<file path="src/rtl/triangulo_ctrl_if.sv">
// Key, frame tick and committed-vertex bundle between
// the board, the VGA timing generator and the renderer.
interface triangulo_ctrl_if;
  logic [3:0]  KEY;
  logic        frame_tick;
  logic [10:0] ponto1_x;
  logic [9:0]  ponto1_y;
  logic [10:0] ponto2_x;
  logic [9:0]  ponto2_y;
  logic [10:0] ponto3_x;
  logic [9:0]  ponto3_y;
  logic [1:0]  sel;
  logic        axis;
  logic        updated;

  modport slave (
    input  KEY, frame_tick,
    output ponto1_x, ponto1_y,
    output ponto2_x, ponto2_y,
    output ponto3_x, ponto3_y,
    output sel, axis, updated
  );

  modport master (
    output KEY, frame_tick,
    input  ponto1_x, ponto1_y,
    input  ponto2_x, ponto2_y,
    input  ponto3_x, ponto3_y,
    input  sel, axis, updated
  );
endinterface

</file>
<file path="src/rtl/triangulo_ctrl.sv">
// Push-button vertex editor; working edits are copied
// to the renderer outputs only on a frame tick.
module triangulo_ctrl #(
  parameter int DEBOUNCE_CYCLES = 500000,
  parameter int STEP  = 8,
  parameter int X_MIN = 285,
  parameter int X_MAX = 1554,
  parameter int Y_MIN = 35,
  parameter int Y_MAX = 514
) (
  input  logic CLOCK_50,
  input  logic RESET,
  triangulo_ctrl_if.slave bus
);

  localparam int CW =
    (DEBOUNCE_CYCLES > 1) ? $clog2(DEBOUNCE_CYCLES) : 1;
  localparam logic [CW-1:0] LAST = CW'(DEBOUNCE_CYCLES - 1);
  localparam logic signed [11:0] STP = 12'(STEP);
  localparam logic signed [11:0] XLO = 12'(X_MIN);
  localparam logic signed [11:0] XHI = 12'(X_MAX);
  localparam logic signed [11:0] YLO = 12'(Y_MIN);
  localparam logic signed [11:0] YHI = 12'(Y_MAX);

  typedef enum logic {IDLE, APPLY} state_t;

  state_t state, state_n;

  logic [3:0]    s1, s2, db, ev;
  logic [CW-1:0] cnt [4];

  logic [10:0] wx [3];
  logic [9:0]  wy [3];
  logic [10:0] cx [3];
  logic [9:0]  cy [3];

  logic [1:0] sel, sel_n;
  logic       axis, axis_n;
  logic       dir, dir_n;
  logic       wr, dirty, updated;

  logic signed [11:0] cur, sum, lo, hi, res;

  always_ff @(posedge CLOCK_50 or posedge RESET) begin
    if (RESET) begin
      s1 <= 4'hF;
      s2 <= 4'hF;
      db <= 4'hF;
      for (int i = 0; i < 4; i++) cnt[i] <= '0;
    end else begin
      s1 <= bus.KEY;
      s2 <= s1;
      for (int i = 0; i < 4; i++) begin
        if (s2[i] == db[i]) begin
          cnt[i] <= '0;
        end else if (cnt[i] == LAST) begin
          db[i]  <= s2[i];
          cnt[i] <= '0;
        end else begin
          cnt[i] <= cnt[i] + 1'b1;
        end
      end
    end
  end

  // a press is the debounced level about to fall
  always_comb begin
    for (int i = 0; i < 4; i++)
      ev[i] = db[i] & ~s2[i] & (cnt[i] == LAST);
  end

  always_comb begin
    state_n = state;
    sel_n   = sel;
    axis_n  = axis;
    dir_n   = dir;
    wr      = 1'b0;
    case (state)
      IDLE: begin
        priority case (1'b1)
          ev[0]: sel_n = (sel == 2'd2) ? 2'd0 : sel + 2'd1;
          ev[3]: axis_n = ~axis;
          ev[1]: begin dir_n = 1'b0; state_n = APPLY; end
          ev[2]: begin dir_n = 1'b1; state_n = APPLY; end
          default: ;
        endcase
      end
      APPLY: begin
        wr      = 1'b1;
        state_n = IDLE;
      end
      default: state_n = IDLE;
    endcase
  end

  always_comb begin
    cur = '0;
    for (int i = 0; i < 3; i++)
      if (sel == 2'(i))
        cur = axis ? $signed({2'b00, wy[i]})
                   : $signed({1'b0, wx[i]});
    lo  = axis ? YLO : XLO;
    hi  = axis ? YHI : XHI;
    sum = dir ? cur + STP : cur - STP;
    if (dir) res = (sum > hi) ? hi : sum;
    else     res = (sum < lo) ? lo : sum;
  end

  always_ff @(posedge CLOCK_50 or posedge RESET) begin
    if (RESET) begin
      state   <= IDLE;
      sel     <= 2'd0;
      axis    <= 1'b0;
      dir     <= 1'b0;
      dirty   <= 1'b0;
      updated <= 1'b0;
      wx[0] <= 11'd400;  wy[0] <= 10'd80;
      wx[1] <= 11'd700;  wy[1] <= 10'd500;
      wx[2] <= 11'd1200; wy[2] <= 10'd450;
      cx[0] <= 11'd400;  cy[0] <= 10'd80;
      cx[1] <= 11'd700;  cy[1] <= 10'd500;
      cx[2] <= 11'd1200; cy[2] <= 10'd450;
    end else begin
      state   <= state_n;
      sel     <= sel_n;
      axis    <= axis_n;
      dir     <= dir_n;
      updated <= bus.frame_tick & dirty;
      if (bus.frame_tick && dirty) begin
        for (int i = 0; i < 3; i++) begin
          cx[i] <= wx[i];
          cy[i] <= wy[i];
        end
      end
      // a write racing a commit keeps dirty for the next tick
      if (wr) begin
        dirty <= 1'b1;
        for (int i = 0; i < 3; i++) begin
          if (sel == 2'(i)) begin
            if (axis) wy[i] <= 10'(res);
            else      wx[i] <= 11'(res);
          end
        end
      end else if (bus.frame_tick) begin
        dirty <= 1'b0;
      end
    end
  end

  assign bus.ponto1_x = cx[0];
  assign bus.ponto1_y = cy[0];
  assign bus.ponto2_x = cx[1];
  assign bus.ponto2_y = cy[1];
  assign bus.ponto3_x = cx[2];
  assign bus.ponto3_y = cy[2];
  assign bus.sel      = sel;
  assign bus.axis     = axis;
  assign bus.updated  = updated;

endmodule
</file>
<file path="src/flat_wrapper.sv">
// flat-port wrapper written by rule: the top's interface ports become plain ports
module triangulo_ctrl_flat 
#(
  parameter int DEBOUNCE_CYCLES = 500000,
  parameter int STEP  = 8,
  parameter int X_MIN = 285,
  parameter int X_MAX = 1554,
  parameter int Y_MIN = 35,
  parameter int Y_MAX = 514
)
  (CLOCK_50, RESET, bus_KEY, bus_frame_tick, bus_ponto1_x, bus_ponto1_y, bus_ponto2_x, bus_ponto2_y, bus_ponto3_x, bus_ponto3_y, bus_sel, bus_axis, bus_updated);
  triangulo_ctrl_if bus_i ();
  input  logic CLOCK_50;
  input  logic RESET;
  input wire logic [$bits(bus_i.KEY)-1:0] bus_KEY;
  input wire logic [$bits(bus_i.frame_tick)-1:0] bus_frame_tick;
  output wire logic [$bits(bus_i.ponto1_x)-1:0] bus_ponto1_x;
  output wire logic [$bits(bus_i.ponto1_y)-1:0] bus_ponto1_y;
  output wire logic [$bits(bus_i.ponto2_x)-1:0] bus_ponto2_x;
  output wire logic [$bits(bus_i.ponto2_y)-1:0] bus_ponto2_y;
  output wire logic [$bits(bus_i.ponto3_x)-1:0] bus_ponto3_x;
  output wire logic [$bits(bus_i.ponto3_y)-1:0] bus_ponto3_y;
  output wire logic [$bits(bus_i.sel)-1:0] bus_sel;
  output wire logic [$bits(bus_i.axis)-1:0] bus_axis;
  output wire logic [$bits(bus_i.updated)-1:0] bus_updated;
  assign bus_i.KEY = bus_KEY;
  assign bus_i.frame_tick = bus_frame_tick;
  assign bus_ponto1_x = bus_i.ponto1_x;
  assign bus_ponto1_y = bus_i.ponto1_y;
  assign bus_ponto2_x = bus_i.ponto2_x;
  assign bus_ponto2_y = bus_i.ponto2_y;
  assign bus_ponto3_x = bus_i.ponto3_x;
  assign bus_ponto3_y = bus_i.ponto3_y;
  assign bus_sel = bus_i.sel;
  assign bus_axis = bus_i.axis;
  assign bus_updated = bus_i.updated;
  triangulo_ctrl #(.DEBOUNCE_CYCLES(DEBOUNCE_CYCLES), .STEP(STEP), .X_MIN(X_MIN), .X_MAX(X_MAX), .Y_MIN(Y_MIN), .Y_MAX(Y_MAX)) u_core (.CLOCK_50(CLOCK_50), .RESET(RESET), .bus(bus_i));
endmodule
</file>
<file path="config.mk">
export PLATFORM = sky130hd
export DESIGN_NAME = triangulo_ctrl_flat
export DESIGN_NICKNAME = d
export VERILOG_FILES = /design/src/rtl/triangulo_ctrl_if.sv /design/src/rtl/triangulo_ctrl.sv /design/src/flat_wrapper.sv
export SDC_FILE = /design/constraint.sdc
export NUM_CORES = 1
export LEC_CHECK = 0
export CAP_MARGIN = 40
export CORE_AREA = 4 4 159 161
export DETAILED_ROUTE_END_ITERATION = 10
export DIE_AREA = 0 0 163 165
export PLACE_DENSITY = 0.75
export SYNTH_ARGS = -nofsm -noshare
export SYNTH_HDL_FRONTEND = slang
export SYNTH_SLANG_ARGS = --single-unit
</file>
<file path="constraint.sdc">
create_clock -name CLOCK_50 -period 6.55 [get_ports CLOCK_50]
set_input_delay 0.655 -clock CLOCK_50 [delete_from_list [all_inputs] [get_ports CLOCK_50]]
set_output_delay 0.655 -clock CLOCK_50 [all_outputs]
set_load 0.01 [all_outputs]
</file>
==> impl_results.md <==
* Status: complete, no violations
* Mapped Cells at between 900 and 1000
* Largest area contributor in the netlist: dfrtp_1
* Clock network fraction of total power at between 40 and 50%
* Sequential power share at about half
* Number of global-route vias before repair at around 7600
* Boundary Pins at between 70 and 80
* Ratio of cells with drive above 1 in the final layout at between 10% and 20%
* Clock Tree Root: clkbuf_16
* Dominant cells by area after synthesis: dfrtp_1 (37%), dfstp_2 (15%), mux2_2 (7.4%)
* DRC at 0
* Max cap viols at 0
* Ys Warns at 0
* FILL cells at between 2000 and 2500
* Ys async rst share at between 90% and 100%
* Post-CTS setup repair buffer count at 0
* Crit path capture type: flip-flop
* Period utilisation layout at between 80% and 90%
* Sw Ratio at roughly a fifth
* Slew Viols, Final at 0
* Post-layout min period at around 5600 ps
* Final count of negative-setup-slack endpoints at 0
* CP peak stage delay at roughly 930 ps
* Most frequent cells in the layout: dfrtp_1 (158), nor2_1 (118), nand2_1 (101)
* Clock latency on the worst-skew pair at 520 ps
* CTS resizes at 0
* End of the worst register-to-register path: u_core.wy[11]$_DFFE_PP0P_
* Clock buffer depth at 3
* First-pass GRT wire length at 38500 µm
* Clk_skew at about 12 ps
* Area Growth Syn to Fin at 17.6%
* Netlist Area Pre-Place at approximately 11000 µm²
* Ant diodes at 0
* Final Wtd Congestion at between 0.9 and 1
* Reg-to-reg slack, setup at roughly 1000 ps
* Leakage at around 5.3 nW
* Core area at between 20000 and 25000 µm²
* R2R cell count at 14
* Pwr/cell area at 223 nW/µm²
* WP data required at approximately 6900 ps
* Unrepaired setup endpoints after global routing: no
* Die width at around 160 µm
* Fin nets at between 1000 and 1500
* Post-synth cell types at 71
* Final Hold Vio Count at 0
* Slew HR at a little under a third
* Final Instance Area at 12500 µm²
* Total CTS buffers at 24
* Post-Route WL at 23300 µm
* Min-Delay Path Class: flip-flop to flip-flop
* CP startpoint: u_core.bus.sel[0]$_DFFE_PP0P_
* Clock-pin slew on the worst setup and hold paths at 60 ps
* Worst slew pin tran at approximately 1000 ps
* Synth top area share at ~37%
* Via count at between 7000 and 8000
* Avg Inst Size Synth at around 11 µm²
* Slowest-stage cell, CP: dfrtp_1
* Dpl hpwl at between 15000 and 20000 µm
* Logic pwr share at around 1.9%
* Placed Instance Area at approximately 12000 µm²
* Most common cell after layout, fill and taps aside: dfrtp_1
* Number of enable flip-flop cells after synthesis at 0
* Number of port buffers at between 70 and 80
* RR Startpoint: u_core.bus.sel[0]$_DFFE_PP0P_
* Synth Net Count at 1011
* FF/Latch Area at about 5600 µm²
* ANT nets after route at 0
* Critical Path Start Type: flip-flop
* Peak VDD IR at between 0.15 and 0.2 mV
* Main synth FF type: dfrtp_1
* Fmax at between 150 and 200 MHz
* Initial antenna violation count at 0
* Synth Register Bits at between 200 and 250
* CP max FO at 22
* CP arrival at 5930 ps
* TNS Setup at 0 ps
* Multi-input logic area at approximately 4700 µm²
* P_sw at roughly 0.58 mW
* Die ar. at 26900 µm²
* Largest net degree at the start of global routing at ~140
* Crit path to: u_core.wy[11]$_DFFE_PP0P_
* CTS Sinks at roughly 220
* P_int at 2.21 mW
* Overall routing resource usage at 17.5%
* Critical path cell sequence: nand2b_1, o221ai_1, ha_1, nand2_1, o32ai_2, nor2_1, o311a_1, ha_1, nand2_1, nor4_1, and4_1, o2111ai_2, a221oi_1, a31oi_1
* Total grt overflow at 0
* WS Path Type: flip-flop to flip-flop
* CTS tree: done
* Die Y-Extent at about 170 µm
* Vias/cell at approximately 5.4
* Avg WL per Cell at approximately 17 µm
* Htree depth at 1
* Seq/Total Area, Yosys at a little over half
* CTS Hold Buffers Added at 0
* Row count at between 50 and 60
* Starting Density at 44.3%
* DRT Pass-1 Iters at 7
* DRT iter0 DRCs at between 400 and 500
==> cell type report <==
type / count / area share, %
clock inverters: 6 / 0.691
flip-flops and latches: 221 / 44.9
repair buffers: 83 / 6.69
multi-input cells: 686 / 37.8
inverters: 34 / 1.05
clock buffers: 38 / 5.64
well taps: 324 / 3.25
==> cells by family (layout without fill, tap and decap cells) <==
family	after synthesis	after routing	synth area share, %
buffers and inverters	74	161	2.89
AOI/OAI and AO/OA	142	142	9.87
muxes	92	92	10.1
and+or+nand+nor	359	359	15.8
DFF	221	221	52.8
adders and majority gates	23	23	2.78
xor gates and xnor gates	70	70	5.77
==> layer usage <==
layer	share of wire [%]	vias up	GRT usage, %	wire (µm)
met4	3.8	0	6.40	888
met5	0	-	0	0
li1	-	3578	-	-
met3	6.5	61	3.59	1500
met1	43	3697	22.4	9950
met2	47	215	29.5	10900
==> how the worst min path moves through the flow <==
stage	end	cells past startpoint	slack, ps	startpoint
global placement	u_core.s2[3]$_DFF_PP1_	0	350	u_core.s1[3]$_DFF_PP1_
finish	u_core.s2[3]$_DFF_PP1_	0	350	u_core.s1[3]$_DFF_PP1_
CTS	u_core.s2[3]$_DFF_PP1_	0	360	u_core.s1[3]$_DFF_PP1_
global route	u_core.s2[3]$_DFF_PP1_	0	360	u_core.s1[3]$_DFF_PP1_
detailed placement	u_core.s2[3]$_DFF_PP1_	0	350	u_core.s1[3]$_DFF_PP1_
floorplan	u_core.s2[0]$_DFF_PP1_	0	350	u_core.s1[0]$_DFF_PP1_
==> metrics by stage <==
stage               hold slack [ps]  power (mW)  setup WS (ps)  std cells  utilization [%]
finish                          355        2.78            971       1392             52.1
CTS                             355        2.82           1100       1392             52.1
detailed placement              347        1.46           1090       1348             48.8
floorplan                       345        1.44           1730        981                -
global placement                347        1.46           1250       1345             48.6
global route                    364        2.88            670       1392             52.1
==> sequential cells by signal, summed over array words and instances (netlist names), 2 cells and up <==
name	count
u_core.cnt	76
u_core.bus.ponto3_x	11
u_core.bus.ponto3_y	10
u_core.s1	4
u_core.bus.ponto2_x	11
u_core.bus.sel	2
u_core.wx	33
u_core.db	4
u_core.bus.ponto1_x	11
u_core.wy	30
u_core.bus.ponto2_y	10
u_core.s2	4
u_core.bus.ponto1_y	10
==> cells in the mapped netlist, types with 4 or more instances <==
master,instances
or2_2,5
nand2_1,102
and2_1,4
mux4_2,5
buf_2,5
xnor2_1,33
nor2b_1,12
xor2_1,37
o22ai_1,4
nand4_1,5
buf_1,8
a31oi_1,8
o41ai_1,6
or3_1,5
nor4_1,8
nand2b_1,5
nor3_1,13
nand3_1,48
nor2_1,118
o31ai_1,22
ha_1,22
or4_1,4
clkbuf_1,23
inv_1,33
and3_1,15
mux2i_1,17
mux2_2,70
o21ai_0,38
a211oi_1,8
dfrtp_1,159
a21o_1,6
a21oi_1,11
dfstp_2,62
==> power groups by stage <==
stage	clock, mW	sequential (mW)	combinational [mW]
2_1_floorplan	0	1.41	0.0381
3_3_place_gp	0	1.41	0.0532
3_5_place_dp	0	1.41	0.0562
4_1_cts	1.38	1.38	0.0563
5_1_grt	1.44	1.39	0.0635
6_report	1.35	1.38	0.0534
==> worst max-delay path: cells and delay by family (launching register included) <==
family,cells,cell delay (ps)
AO/OA/AOI/OAI,6,2430
adder cells (fa/ha/maj),2,810
flip-flops,1,930
AND/OR/NAND/NOR,6,1220
No activity file was read; power rests on OpenSTA's default activity.
